## src/rtl/edge_bit_packer.sv

```systemverilog
// Packs Canny edge pixels (nonzero = 1) MSB-first into bytes and queues them for a UART TX stage.
// Define PACK_HEADER_EN to prefix each frame with sync bytes 0xA5, 0x5A.
module edge_bit_packer #(
  parameter int IMG_WIDTH  = 176,
  parameter int IMG_HEIGHT = 240,
  parameter int DATA_WIDTH = 8,
  parameter int FIFO_DEPTH = 5
) (
  input  logic                  clk,
  input  logic                  reset,
  input  logic                  canny_de,
  input  logic [DATA_WIDTH-1:0] canny_data,
  output logic                  o_valid,
  output logic [DATA_WIDTH-1:0] o_data,
  input  logic                  i_ready,
  output logic                  frame_done,
  output logic                  overflow
);

  localparam int TOTAL_PIX    = IMG_WIDTH * IMG_HEIGHT;
  localparam int FRAME_BYTES  = TOTAL_PIX / 8;
  localparam int PIX_W        = (TOTAL_PIX > 1) ? $clog2(TOTAL_PIX) : 1;
  localparam int BCNT_W       = (FRAME_BYTES > 1) ? $clog2(FRAME_BYTES) : 1;
  localparam int FIFO_ENTRIES = 1 << FIFO_DEPTH;

  localparam logic [PIX_W-1:0]      LAST_PIX  = PIX_W'(TOTAL_PIX - 1);
  localparam logic [BCNT_W-1:0]     LAST_BYTE = BCNT_W'(FRAME_BYTES - 1);
  localparam logic [FIFO_DEPTH:0]   FULL_CNT  = (FIFO_DEPTH + 1)'(FIFO_ENTRIES);

`ifdef PACK_HEADER_EN
  localparam bit HDR_EN = 1'b1;
`else
  localparam bit HDR_EN = 1'b0;
`endif

  typedef enum logic [1:0] {IDLE, HDR0, HDR1, DATA} state_t;

  state_t                  state_q, state_d;
  logic [2:0]              bit_cnt_q, bit_cnt_d;
  logic [PIX_W-1:0]        pix_cnt_q, pix_cnt_d;
  logic [6:0]              shift_q, shift_d;
  logic [FIFO_DEPTH:0]     wr_ptr_q, wr_ptr_d;
  logic [FIFO_DEPTH:0]     rd_ptr_q, rd_ptr_d;
  logic [BCNT_W-1:0]       byte_cnt_q, byte_cnt_d;
  logic                    o_valid_q, o_valid_d;
  logic [DATA_WIDTH-1:0]   o_data_q, o_data_d;
  logic                    o_hdr_q, o_hdr_d;
  logic                    overflow_q, overflow_d;

  // Each FIFO word carries a header tag so frame counting skips sync bytes.
  logic [DATA_WIDTH:0]     fifo_mem [0:FIFO_ENTRIES-1];
  logic [DATA_WIDTH:0]     push_word;
  logic [DATA_WIDTH:0]     rd_word;
  logic [FIFO_DEPTH:0]     mem_cnt;
  logic [FIFO_DEPTH:0]     held;
  logic                    pix_bit;
  logic                    push;
  logic                    push_ok;
  logic                    pop;
  logic                    load;
  logic                    full;

  assign rd_word = fifo_mem[rd_ptr_q[FIFO_DEPTH-1:0]];
  assign mem_cnt = wr_ptr_q - rd_ptr_q;
  // Capacity counts the output register, so the bytes held never exceed FIFO_ENTRIES.
  assign held    = mem_cnt + {{FIFO_DEPTH{1'b0}}, o_valid_q};
  assign full    = (held == FULL_CNT);
  assign pop     = o_valid_q && i_ready;
  assign pix_bit = |canny_data;

  always_comb begin
    state_d    = state_q;
    bit_cnt_d  = bit_cnt_q;
    pix_cnt_d  = pix_cnt_q;
    shift_d    = shift_q;
    push       = 1'b0;
    push_word  = '0;

    if (canny_de) begin
      bit_cnt_d = bit_cnt_q + 3'd1;
      shift_d   = {shift_q[5:0], pix_bit};
      pix_cnt_d = (pix_cnt_q == LAST_PIX) ? '0 : pix_cnt_q + PIX_W'(1);
      if (bit_cnt_q == 3'd7) begin
        push      = 1'b1;
        push_word = {1'b0, DATA_WIDTH'({shift_q, pix_bit})};
      end
    end

    // A frame has at least 8 pixels, so header pushes never collide with a data push.
    case (state_q)
      IDLE: if (canny_de) state_d = HDR_EN ? HDR0 : DATA;
      HDR0: begin
        push      = 1'b1;
        push_word = {1'b1, DATA_WIDTH'(8'hA5)};
        state_d   = HDR1;
      end
      HDR1: begin
        push      = 1'b1;
        push_word = {1'b1, DATA_WIDTH'(8'h5A)};
        state_d   = DATA;
      end
      DATA: if (canny_de && pix_cnt_q == LAST_PIX) state_d = IDLE;
      default: state_d = IDLE;
    endcase
  end

  always_comb begin
    push_ok    = push && (!full || pop);
    overflow_d = overflow_q | (push && full && !pop);
    wr_ptr_d   = wr_ptr_q + {{FIFO_DEPTH{1'b0}}, push_ok};
    load       = (mem_cnt != '0) && (!o_valid_q || pop);
    rd_ptr_d   = rd_ptr_q + {{FIFO_DEPTH{1'b0}}, load};
    o_valid_d  = o_valid_q;
    o_data_d   = o_data_q;
    o_hdr_d    = o_hdr_q;
    if (load) begin
      o_valid_d = 1'b1;
      o_data_d  = rd_word[DATA_WIDTH-1:0];
      o_hdr_d   = rd_word[DATA_WIDTH];
    end else if (pop) begin
      o_valid_d = 1'b0;
    end
    byte_cnt_d = byte_cnt_q;
    if (pop && !o_hdr_q)
      byte_cnt_d = (byte_cnt_q == LAST_BYTE) ? '0 : byte_cnt_q + BCNT_W'(1);
  end

  assign frame_done = pop && !o_hdr_q && (byte_cnt_q == LAST_BYTE);
  assign o_valid    = o_valid_q;
  assign o_data     = o_data_q;
  assign overflow   = overflow_q;

  always_ff @(posedge clk) begin
    if (push_ok) fifo_mem[wr_ptr_q[FIFO_DEPTH-1:0]] <= push_word;
  end

  always_ff @(posedge clk or posedge reset) begin
    if (reset) begin
      state_q    <= IDLE;
      bit_cnt_q  <= '0;
      pix_cnt_q  <= '0;
      shift_q    <= '0;
      wr_ptr_q   <= '0;
      rd_ptr_q   <= '0;
      byte_cnt_q <= '0;
      o_valid_q  <= 1'b0;
      o_data_q   <= '0;
      o_hdr_q    <= 1'b0;
      overflow_q <= 1'b0;
    end else begin
      state_q    <= state_d;
      bit_cnt_q  <= bit_cnt_d;
      pix_cnt_q  <= pix_cnt_d;
      shift_q    <= shift_d;
      wr_ptr_q   <= wr_ptr_d;
      rd_ptr_q   <= rd_ptr_d;
      byte_cnt_q <= byte_cnt_d;
      o_valid_q  <= o_valid_d;
      o_data_q   <= o_data_d;
      o_hdr_q    <= o_hdr_d;
      overflow_q <= overflow_d;
    end
  end

endmodule
```

## config.mk

```make
export PLATFORM = sky130hd
export DESIGN_NAME = edge_bit_packer
export DESIGN_NICKNAME = d
export VERILOG_FILES = /design/src/rtl/edge_bit_packer.sv
export SDC_FILE = /design/constraint.sdc
export NUM_CORES = 1
export LEC_CHECK = 0
export BUFFER_PORTS_ARGS = -buffer_cell sky130_fd_sc_hd__buf_2
export CORE_MARGIN = 1
export CORE_UTILIZATION = 55
export CTS_BUF_LIST = sky130_fd_sc_hd__clkbuf_2
export CTS_CLUSTER_DIAMETER = 60
export DETAILED_ROUTE_END_ITERATION = 6
export GPL_TIMING_DRIVEN = 1
export PLACE_DENSITY = 0.7
export SETUP_SLACK_MARGIN = 0.1
export SKIP_CTS_REPAIR_TIMING = 1
export SYNTH_ARGS = -nofsm -noshare
export SYNTH_HDL_FRONTEND = slang
export SYNTH_SLANG_ARGS = --single-unit
```

## constraint.sdc

```tcl
create_clock -name clk -period 5.1 [get_ports clk]
set_input_delay 1.02 -clock clk [delete_from_list [all_inputs] [get_ports clk]]
set_output_delay 1.02 -clock clk [all_outputs]
set_load 0.02 [all_outputs]
```

; ---- Word level (Yosys, flattened, before mapping)
; Memory sizes are Yosys's and may differ from the RTL's. A register that Yosys moved wholly into a read port is not among the register bits.
; Index checks and enable logic that the tools add are counted.
[classes]
n_addsub = 7
eq_ne = 9
muxes = 15
bitwise = 1
n_reduce_logical = 20
[ops]
columns = op, n
row1 = $add 6x1->6, 3
row2 = $pmux 9 s2, 1
row3 = $add 16x1->16 const B, 1
row4 = $eq 16x16->1 const B, 1
row5 = $mux 16, 1
row6 = $mux 8, 2
row7 = $add 13x1->13 const B, 1
row8 = $eq 13x13->1 const B, 1
row9 = $mux 13, 1
row10 = $logic_and 1x1->1, 8
row11 = $pmux 2 s4, 1
row12 = $reduce_or 8->1, 1
row13 = $mux 1, 7
row14 = $eq 6x6->1 const B, 1
row15 = $reduce_bool 6->1, 1
row16 = $sub 6x6->6, 1
row17 = $eq 2x2->1 const B, 2
row18 = $logic_not 1->1, 4
row19 = $mux 2, 2
row20 = $ne 2x2->1 const B, 2
row21 = $add 3x1->3 const B, 1
row22 = $eq 3x3->1 const B, 1
row23 = $eq 2x1->1 const B, 1
row24 = $logic_not 2->1, 1
row25 = other kinds (5), 6
[totals]
regBits = 55
ram_bits = 288
input_bits = 12
out_inout_bits = 11
wordCells = 62
n_memories = 1
[memory_table]
columns = memory, words, width, read_ports, rd_ports_with_merged_regs, wr, line
row1 = fifo_mem, 32, 9, 1, 1, 1, 51  ; logic [DATA_WIDTH:0] fifo_mem [0:FIFO_ENTRIES-1];

; ---- Logic depth before layout (Yosys ltp)
; Gate-level depths: netlist (run 1).
[logic_depth]
depth_word = 8
depth_mapped = 16

; ---- Worst setup path before layout (run 1)
; Ideal clock, no wire load.
[synth_path]
path_type = register -> register
from = register rd_ptr_q[2]
to = memory fifo_mem[24][0] (netlist bit) (enable)
arrival_time_ns = 3.333
t_required_ns = 4.701
path_slack_ns = 1.368
stages_incl_launch_ff = 12
synth_period_minus_slack_ns = 3.732
cell_sequence = dfrtp_1 > clkbuf_1 > clkbuf_1 > inv_1 > ha_1 > o21ai_0 > a21oi_1 > a31o_2 > o2111ai_1 > a221oi_4 > buf_6 > nor4_1
[synth_between]
elab_chain_len = 8
[synth_lines]
columns = item, line
row1 = start: declaration, 43  ; logic [FIFO_DEPTH:0] rd_ptr_q, rd_ptr_d;
row2 = start signal: assignment, 156  ; rd_ptr_q <= rd_ptr_d;
row3 = $sub 6x6->6, 64  ; assign mem_cnt = wr_ptr_q - rd_ptr_q;
row4 = $add 6x1->6, 66  ; assign held = mem_cnt + {{FIFO_DEPTH{1'b0}}, o_valid_q};
row5 = $eq 6x6->1, 67  ; assign full = (held == FULL_CNT);
row6 = $logic_not 1->1, 108  ; push_ok = push && (!full || pop);
row7 = $logic_or 1x1->1, 108
row8 = $logic_and 1x1->1, 108
row9 = $mux 1, 134  ; if (push_ok) fifo_mem[wr_ptr_q[FIFO_DEPTH-1:0]] <= push_word;
row10 = $mux 1 (not written as such), 134
row11 = end: declaration, 51
; No other way between the ends.

; ---- Final worst setup path (run 1)
[layout_path]
from = register byte_cnt_q[6]
to = output port frame_done
[layout_between]
elab_chain_len = 2
[layout_lines]
columns = item, line
row1 = start: declaration, 44  ; logic [BCNT_W-1:0] byte_cnt_q, byte_cnt_d;
row2 = start signal: assignment, 157  ; byte_cnt_q <= byte_cnt_d;
row3 = $eq 13x13->1, 128  ; assign frame_done = pop && !o_hdr_q && (byte_cnt_q == LAST_BYTE);
row4 = $logic_and 1x1->1, 128
row5 = end: declaration, 16  ; output logic frame_done,
; No other way between the ends.

==> results by stage, run 1 <==
Outcome:
- The run finished with clean final reports.

Synthesis:
- In the post-synthesis netlist, the biggest area contributors are edfxtp_1, mux4_2, dfrtp_1.
- Of the post-synthesis cell area, the dominant cell type holds 0.605.
- The number of flops mapped to enable cells by yosys is between 200 and 300.
- The share of synthesized flip-flops with an asynchronous set or reset is 0.182.
- The number of distinct standard cells referenced by the synthesized netlist is 53.
- Of the total synthesized cell area, the portion taken by XOR and XNOR cells is 0.0233.
- Counting every net in the synthesized netlist gives just over 800.
- The mean post-synth cell area is roughly 18 um^2.
- The synthesized design spends more area on one cell type than any other, namely edfxtp_1.
- The share of the Yosys chip area taken by registers is 0.717.
- The adder-cell area share of the yosys netlist is 0.0189.
- The fraction of the mapped netlist area in compound gates is 0.0364.
- The portion of synthesized area spent on multiplexers is 0.128.
- The warning count from the yosys run is 0.
- The total standard cell area after synthesis is approximately 14,000 um^2.
- Among all flip-flop cells after synthesis, the most frequent one is edfxtp_1.
- The synthesized design contains 352 register bits.
- The dominant combinational cell family by area after synthesis is multiplexers.
- Counting every instance in the synthesized netlist gives 788.
- The simple-gate share of the synthesized area is 0.0608.

Pwr:
- The total net switching power is approximately 2.6 mW.
- The peak supply drop is ~0.36 mV.
- The share of total power dissipated in combinational logic is 0.307.
- The share of total power dissipated in the clock network is 0.238.
- The leakage power is roughly 5.7 nW.
- The cell-internal power is 5.14 mW.
- Of the total power, the share spent switching nets is 0.339.
- In this run the power density over the cells is 491 nW/um^2.
- Of the total power, registers draw 0.455.

Routing:
- The average wire length per cell after detail routing is between 20 and 25 um.
- In the routed layout, each cell is associated on average with a via count of between 5 and 6.
- The detailed router's first-iteration violation count is 730.
- The residual DRC count is 0.
- The number of iterations in the first detailed-routing pass is 7.
- In this run the remaining antenna-violating nets after routing total 0.
- The total length of routed wires is slightly below 30 mm.
- The detailed router placed 7,823 vias in this run.

Finish:
- Once layout is done, the placed cells without fillers occupy 15,900 um^2.
- The filler cells instantiated in the layout total 1,748.
- The most common cell after layout, fill and taps aside is edfxtp_1.
- The number of nets in the layout is 940.
- The fraction of layout cells with a size suffix above 1 is 0.313.
- The area growth from synthesis to layout is 10.9%.
- The library cells used most frequently in the layout, excluding fill and tap cells, are edfxtp_1, clkbuf_2, mux4_2, dfrtp_1, buf_4.

Placed design:
- The congestion estimate from routability-driven global placement came to between 0.9 and 1.
- The count of port buffers added during placement is 22.
- Summing all placed instances gives a cell area of between 15,000 and 20,000 um^2.
- The wire-length estimate of the detail-placed layout is about 18 mm.

Setup path:
- STA classifies the critical path endpoint as an output port.
- Along the worst path, the maximum fanout reaches 6.
- In this run the critical register-to-register path is captured at fifo_mem[0][5]$_DFFE_PP_.
- STA classifies the critical path startpoint as a register.
- The worst setup path is of the register to output port kind.
- The launching point of the worst reg2reg path is wr_ptr_q[0]$_DFF_PP0_.
- The depth of the worst register-to-register path is 11.
- The flop-to-flop setup slack is 0.99 ns.
- The required arrival time at the worst endpoint is between 4 and 5 ns.
- Data arrives at the worst endpoint at approximately 3.1 ns.

Timing:
- The max-slew violation count is 0.
- The count of final hold-check violations was 0.
- The number of setup violations in the final report is 0.
- The worst pin sits at a relative slew slack of 0.0666.
- On the final layout, the worst hold slack is approximately 0.26 ns.
- The total negative slack for setup checks is 0 ns.
- Counting I/O delays and the setup requirement, the final critical path takes slightly above 4 ns.
- For this run, the top clock speed supported by timing is around 240 MHz.
- Setup repair after global routing left no endpoint under its margin.
- Of the available clock period, the critical path in the final layout requires 0.814.
- The transition time at the pin with the least slew margin is approximately 1.4 ns.
- Across the routed clock network, the largest skew measured is between 0.07 and 0.08 ns.

Min path:
- The worst hold path belongs to the class input port to asynchronous set/reset pin.

CTS:
- Counting along the longest clock path gives a buffer depth of 3.
- The total CTS buffers is 84.
- The TritonCTS clock tree is done.
- The clock slew at the register clock pins of the worst setup and hold paths is about 0.10 ns.
- The later pin in the worst-skew pair is clocked with a latency of approximately 0.84 ns.
- The CTS sink count is around 350.
- The H-tree depth is 3.
- CTS placed an instance of clkbuf_2 at the clock tree root.

Global route:
- Entering global routing, the biggest net connects slightly below 60 pins.
- The number of antenna violations at the first check in global routing is 1.
- The final global-route overflow total is 0.
- The via count of the first global-routing pass is 7,786.
- The overall routing resource usage is 0.230.
- The wire length of the first global-routing pass is 45.3 mm.

Floorplanning:
- The number of standard-cell rows in the floorplan is 58.
- The starting density of the core is 0.564.
- From bottom edge to top edge, the die measures 163 um.
- The chip width is ~160 um.
- The die footprint is 26,600 um^2.
- The region available for standard cell placement spans 25,300 um^2.
- For this design the top-level I/O count stands at 23.

Flow run:
- The max capacitance violation total is 0.
how the worst max path moves through the flow:
stage | from | end | slack, ns | cells after the start
global route | byte_cnt_q[6]$_DFFE_PP0P_ | frame_done | 0.73 | 3
detailed placement | wr_ptr_q[0]$_DFF_PP0_ | wr_ptr_q[4]$_DFF_PP0_ | 1.11 | 13
finish | byte_cnt_q[6]$_DFFE_PP0P_ | frame_done | 0.95 | 3
floorplan | rd_ptr_q[2]$_DFF_PP0_ | fifo_mem[24][0]$_DFFE_PP_ | 1.37 | 11
global placement | wr_ptr_q[0]$_DFF_PP0_ | fifo_mem[8][3]$_DFFE_PP_ | 1.24 | 11
CTS | byte_cnt_q[6]$_DFFE_PP0P_ | frame_done | 0.85 | 3
through the flow:
| stage | std cells | power (mW) | worst slack (ns) | utilization |
|---|---|---|---|---|
| after floorplan | 788 | 5.30 | 1.37 | - |
| after detailed placement | 1151 | 6.00 | 1.11 | 0.593 |
| after CTS | 1307 | 7.85 | 0.845 | 0.626 |
| after global placement | 1151 | 5.91 | 1.24 | 0.593 |
| after global routing | 1310 | 8.21 | 0.731 | 0.626 |
| final | 1310 | 7.77 | 0.947 | 0.626 |
worst max-delay path: stages, from the launching register on:
cell	delay, ns
dfrtp_1	0.44
or4b_2	0.75
nor4_1	0.81
buf_2	0.30
cell usage after synthesis (14+ instances only):
| master | count |
|---|---|
| clkbuf_1 | 20 |
| nor4_1 | 18 |
| edfxtp_1 | 288 |
| nand3_1 | 14 |
| xnor2_1 | 25 |
| o22ai_1 | 18 |
| nor2_1 | 35 |
| dfrtp_1 | 64 |
| nand2_1 | 30 |
| mux2_2 | 17 |
| inv_1 | 14 |
| nor3_1 | 21 |
| ha_1 | 20 |
| mux4_2 | 72 |
cells by family (layout without fill, tap and decap cells):
group,count (synthesis),in the layout
mux,91,91
buf+inv,49,238
simple gates,166,166
compound gates,71,71
xor+xnor,38,38
flops,352,352
other cells,0,3
fa+ha+maj,21,21
area by class of cell:
class | instances | area, um^2 | area share
Antenna cell | 3 | 7.51 | 0.000474
Clock buffer | 126 | 631 | 0.0398
Clock inverter | 30 | 191 | 0.0121
Inverter | 16 | 60.1 | 0.00379
Multi-Input combinational cell | 387 | 3850 | 0.243
Sequential cell | 352 | 10300 | 0.647
Tap cell | 330 | 413 | 0.0260
Timing Repair Buffer | 66 | 440 | 0.0278
routing by layer:
| layer | vias up | track usage | share of wire |
|---|---|---|---|
| li1 | 3491 | - | - |
| met1 | 3968 | 0.331 | 0.43 |
| met2 | 318 | 0.342 | 0.48 |
| met3 | 46 | 0.0574 | 0.075 |
| met4 | 0 | 0.0854 | 0.020 |
| met5 | - | 0 | 0 |
power groups by stage:
stage          clock network, mW  registers [mW]  logic [mW]
2_1_floorplan                  0            3.55        1.75
3_3_place_gp                   0            3.59        2.32
3_5_place_dp                   0            3.60        2.40
4_1_cts                     1.91            3.54        2.40
5_1_grt                     2.07            3.57        2.57
6_report                    1.85            3.54        2.39
state kept, by name, summed over array words and instances (netlist names):
register / count
byte_cnt_q: 13
state_q: 2
fifo_mem: 288
bit_cnt_q: 3
o_data: 8
pix_cnt_q: 16
o_hdr_q: 1
rd_ptr_q: 6
overflow: 1
wr_ptr_q: 6
shift_q: 7
o_valid: 1
(Power assumes the default switching activity.)
==> inputs of run 2 (changes only) <==
--- a/config.mk
+++ b/config.mk
@@ -5,6 +5,7 @@
 export SDC_FILE = /design/constraint.sdc
 export NUM_CORES = 1
 export LEC_CHECK = 0
+export ABC_AREA = 1
 export BUFFER_PORTS_ARGS = -buffer_cell sky130_fd_sc_hd__buf_2
 export CORE_MARGIN = 1
 export CORE_UTILIZATION = 55
@@ -12,7 +13,7 @@
 export CTS_CLUSTER_DIAMETER = 60
 export DETAILED_ROUTE_END_ITERATION = 6
 export GPL_TIMING_DRIVEN = 1
-export PLACE_DENSITY = 0.7
+export PLACE_DENSITY = 0.73
 export SETUP_SLACK_MARGIN = 0.1
 export SKIP_CTS_REPAIR_TIMING = 1
 export SYNTH_ARGS = -nofsm -noshare
==> constraint.sdc (replaced) <==
create_clock -name clk -period 3.4 [get_ports clk]
set_input_delay 0.68 -clock clk [delete_from_list [all_inputs] [get_ports clk]]
set_output_delay 0.68 -clock clk [all_outputs]
set_load 0.02 [all_outputs]
==> run 2 against run 1 <==
Net effect:
- the run now ends with design-rule violations left
- setup slack lost 0.66 ns
- non-clock buffer count is 7 lower
- area after synthesis increased by 16%
- hold slack got worse by 0.16 ns
- combinational power grew 120%
- wire length up 34%
- largest power group is now combinational cells
- highest routed layer unchanged
==> results by stage, run 2 <==
Placed design:
- At the end of routability-driven placement, the weighted congestion stood at 0.885.
- The detailed-placement wirelength estimate is around 24 mm.
- Timing analysis after detailed placement gives a worst setup slack of between 0.2 and 0.3 ns.
- During placement, the flow inserted port buffers numbering 22.

Finish:
- In the layout the commonest cells are nand2_1, inv_1, edfxtp_1, nand3_1, clkbuf_2.
- The register with the most flip-flops in the layout has around 290 of them.
- Fill cells in the final layout number about 2,600.
- The final layout contains ~1,900 nets.
- The fraction of layout cells with a size suffix above 1 is 0.131.
- The most common cell after layout, fill and taps aside is nand2_1.
- From synthesis to final layout, the design area changed by 8.34%.

Routing:
- The detailed router's first-iteration violation count is between 1,000 and 1,500.
- The residual DRC count is 6.
- Using the TritonRoute via totals, the vias-per-cell ratio works out to approximately 5.2.
- The detail route stage leaves a number of antenna-violating nets equal to 0.
- Wires add up to around 39 mm.
- For this block, the via count after detailed routing is 12,000.
- The number of iterations in the first detailed-routing pass is 7.
- In the final routed layout, each cell accounts on average for between 15 and 20 um.

CTS:
- The CTS sink count is 352.
- TritonCTS built the clock tree.
- The clock slew at the register clock pins of the worst setup and hold paths is roughly 0.12 ns.
- The total CTS buffers is 84.
- The clock latency on the worst-skew pair is 0.90 ns.
- The tree is rooted in a clkbuf_2.
- The H-tree generated during clock tree synthesis spans 3 levels.
- The clock passes through at most 3 buffers.

Setup path:
- The critical path in this run is classified as register to register.
- The delay contributed by the slowest stage of the critical path is about 0.54 ns.
- The required arrival time at the worst endpoint is 3.89 ns.
- For this design, the slowest cell found on the critical path is nor2_1.
- STA classifies the critical path startpoint as a register.
- For the worst setup path, the data arrival time is about 3.6 ns.
- By instance count, the cell type seen most on the critical path is inv_1.
- Walking the worst path, the cells encountered are inv_1 -> ha_1 -> inv_1 -> fa_1 -> ha_1 -> inv_1 -> nor2_1 -> nand3_1 -> nand2_1 -> nand3_2 -> nand2_8 -> buf_12 -> nor2_1.
- The worst setup path is captured at a register.
- Along the worst path, the maximum fanout reaches 12.

Synthesis:
- The mean post-synth cell area is between 9 and 10 um^2.
- Of the post-synthesis cell area, the dominant cell type holds 0.523.
- After synthesis the netlist holds a flip-flop and latch count of ~350.
- Summed over all instances, the cell type with the most area after synthesis is edfxtp_1.
- Yosys printed 0 warnings.
- In the synthesized netlist, the number of instances is 1,774.
- In this run, synthesis inferred 288 flip-flops with an integrated enable.
- The number of distinct standard cells referenced by the synthesized netlist is 38.
- The most common cell in the synthesized netlist is nand2_1.
- Counting every net in the synthesized netlist gives roughly 1,800.
- The part of the Yosys area used for sequential elements is 0.619.
- The primary flip-flop cell chosen by synthesis mapping is edfxtp_1.
- By count the netlist is led by nand2_1, inv_1, edfxtp_1, nand3_1, dfrtp_1.
- The total standard cell area after synthesis is 16,500 um^2.
- For this run, asynchronously set or reset flops after synthesis account for 0.182.
- By area the synthesized netlist is led by edfxtp_1, nand2_1, dfrtp_1.

Timing:
- Dividing the final minimum period by the clock period gives 0.916.
- The total negative slack for setup checks is 0 ns.
- Setup repair after global routing left no endpoint under its margin.
- The number of setup violations in the final report is 0.
- For the finished layout, the period the worst path requires is a little over 3 ns.
- For the pin with the worst max-slew slack, the measured transition is approximately 0.85 ns.
- The max-slew violation count is 0.
- The clock arrives with just over 0.1 ns of skew.
- The post-route worst hold slack is 0.0992 ns.
- The worst pin sits at a relative slew slack of 0.431.
- Derived from the worst setup path, the maximum achievable clock frequency is between 300 and 400 MHz.
- The count of final hold-check violations is 0.
- In the post-route analysis, the smallest setup slack over all paths is ~0.28 ns.

Floorplanning:
- In this run the standard cell core region covers between 20,000 and 30,000 um^2.
- The chip width is 175 um.
- The I/O pin count is 23.
- The number of standard-cell rows in the floorplan is 63.
- Measured along the y axis, the die boundary spans ~180 um.
- The floorplan step defined a die boundary enclosing 30,800 um^2.
- For this configuration, the core starts out at a cell density of 0.558.

Global route:
- The wire length of the first global-routing pass is 60.9 mm.
- The via count of the first global-routing pass is 11,600.
- The maximum number of pins on one net before global-route repair is 118.
- The final global-route overflow total is 0.
- The overall routing resource usage is 0.260.
- The number of antenna violations at the first check in global routing is 2.

Pwr:
- The leakage power is roughly 8.4 nW.
- The power density normalized to cell area is ~740 nW/um^2.
- The peak supply drop is between 0.4 and 0.5 mV.

Min path:
- The worst hold path class is input port to register.

Flow run:
- Max-cap violations in this run came to 0.

Outcome:
- The final reports fail on design-rule violations.
- The flow ran to the end, but the final reports show violations.
## run 2: cell count changes after synthesis, sizes merged, moves of 13 or more
cell	previous run	this run
o22ai	18	0
or3	13	0
nand2	30	656
buf	13	46
mux4	72	0
a22o	13	0
mux2	17	0
nor2	35	77
xnor2	25	3
inv	15	303
nand3	14	200
o21ai	12	26
## run 2: worst max-delay path, delay by kind of cell, from the launching register on
| kind | cells | cell delay, ns |
|---|---|---|
| AND/OR/NAND/NOR | 6 | 0.94 |
| buffers and inverters | 4 | 0.42 |
| flip-flops | 1 | 0.42 |
| adder cells (fa/ha/maj) | 3 | 0.92 |
## run 2: area by class of cell
class	count	area [um^2]	area share
repair buffers	59	415	0.0232
clock inverters	26	169	0.00942
well taps	390	488	0.0272
inverters	305	1150	0.0640
diodes	2	5.00	0.000279
multi-input cells	1053	4840	0.270
flip-flops and latches	352	10300	0.572
clock buffers	122	611	0.0341
## run 2: final timing paths
check | startpoint | end | slack, ns | depth (start not counted)
worst max-delay path | wr_ptr_q[0]$_DFF_PP0_ | fifo_mem[0][8]$_DFFE_PP_ | 0.28 | 13
worst min-delay path | canny_de | bit_cnt_q[2]$_DFFE_PP0P_ | 0.1 | 3
worst max register to register | wr_ptr_q[0]$_DFF_PP0_ | fifo_mem[0][8]$_DFFE_PP_ | 0.28 | 13
worst min register to register | shift_q[5]$_DFFE_PP0P_ | shift_q[6]$_DFFE_PP0P_ | 0.48 | 2
max in group asynchronous | reset | o_data[6]$_DFFE_PP0N_ | 2.07 | 4
min in group asynchronous | reset | o_data[0]$_DFFE_PP0N_ | 0.44 | 3
## run 2: kinds of logic (layout without fill, tap and decap cells)
logic type / after synthesis / in the layout / synth area share
buffers and inverters: 369 / 512 / 0.0913
AOI/OAI and AO/OA: 33 / 33 / 0.0110
DFF: 352 / 352 / 0.619
and+or+nand+nor: 977 / 977 / 0.250
other: 0 / 2 / 0
adders and majority gates: 21 / 21 / 0.0163
xor gates and xnor gates: 22 / 22 / 0.0116
## run 2: stage by stage
step	instances	power [mW]	utilization	area [um^2]
2_1_floorplan	1774	9.03	-	16500
3_3_place_gp	2150	10.4	0.575	17000
3_5_place_dp	2150	10.5	0.575	17000
4_1_cts	2298	13.2	0.601	17800
5_1_grt	2309	14.1	0.605	17900
6_report	2309	13.3	0.605	17900
## run 2: power breakdown
part	internal [mW]	total (mW)	switching, mW
clock network	1.12	2.77	1.65
registers	4.94	5.20	0.264
logic	1.55	5.29	3.74
total	7.60	13.3	5.65
## run 2: metal layers
metal	wire (um)	GRT usage	part of all wire	vias up
met4	1170	0.105	0.030	0
met5	0	0	0	-
li1	-	-	-	5837
met2	17500	0.401	0.45	590
met1	16800	0.359	0.43	5526
met3	3330	0.0569	0.086	84
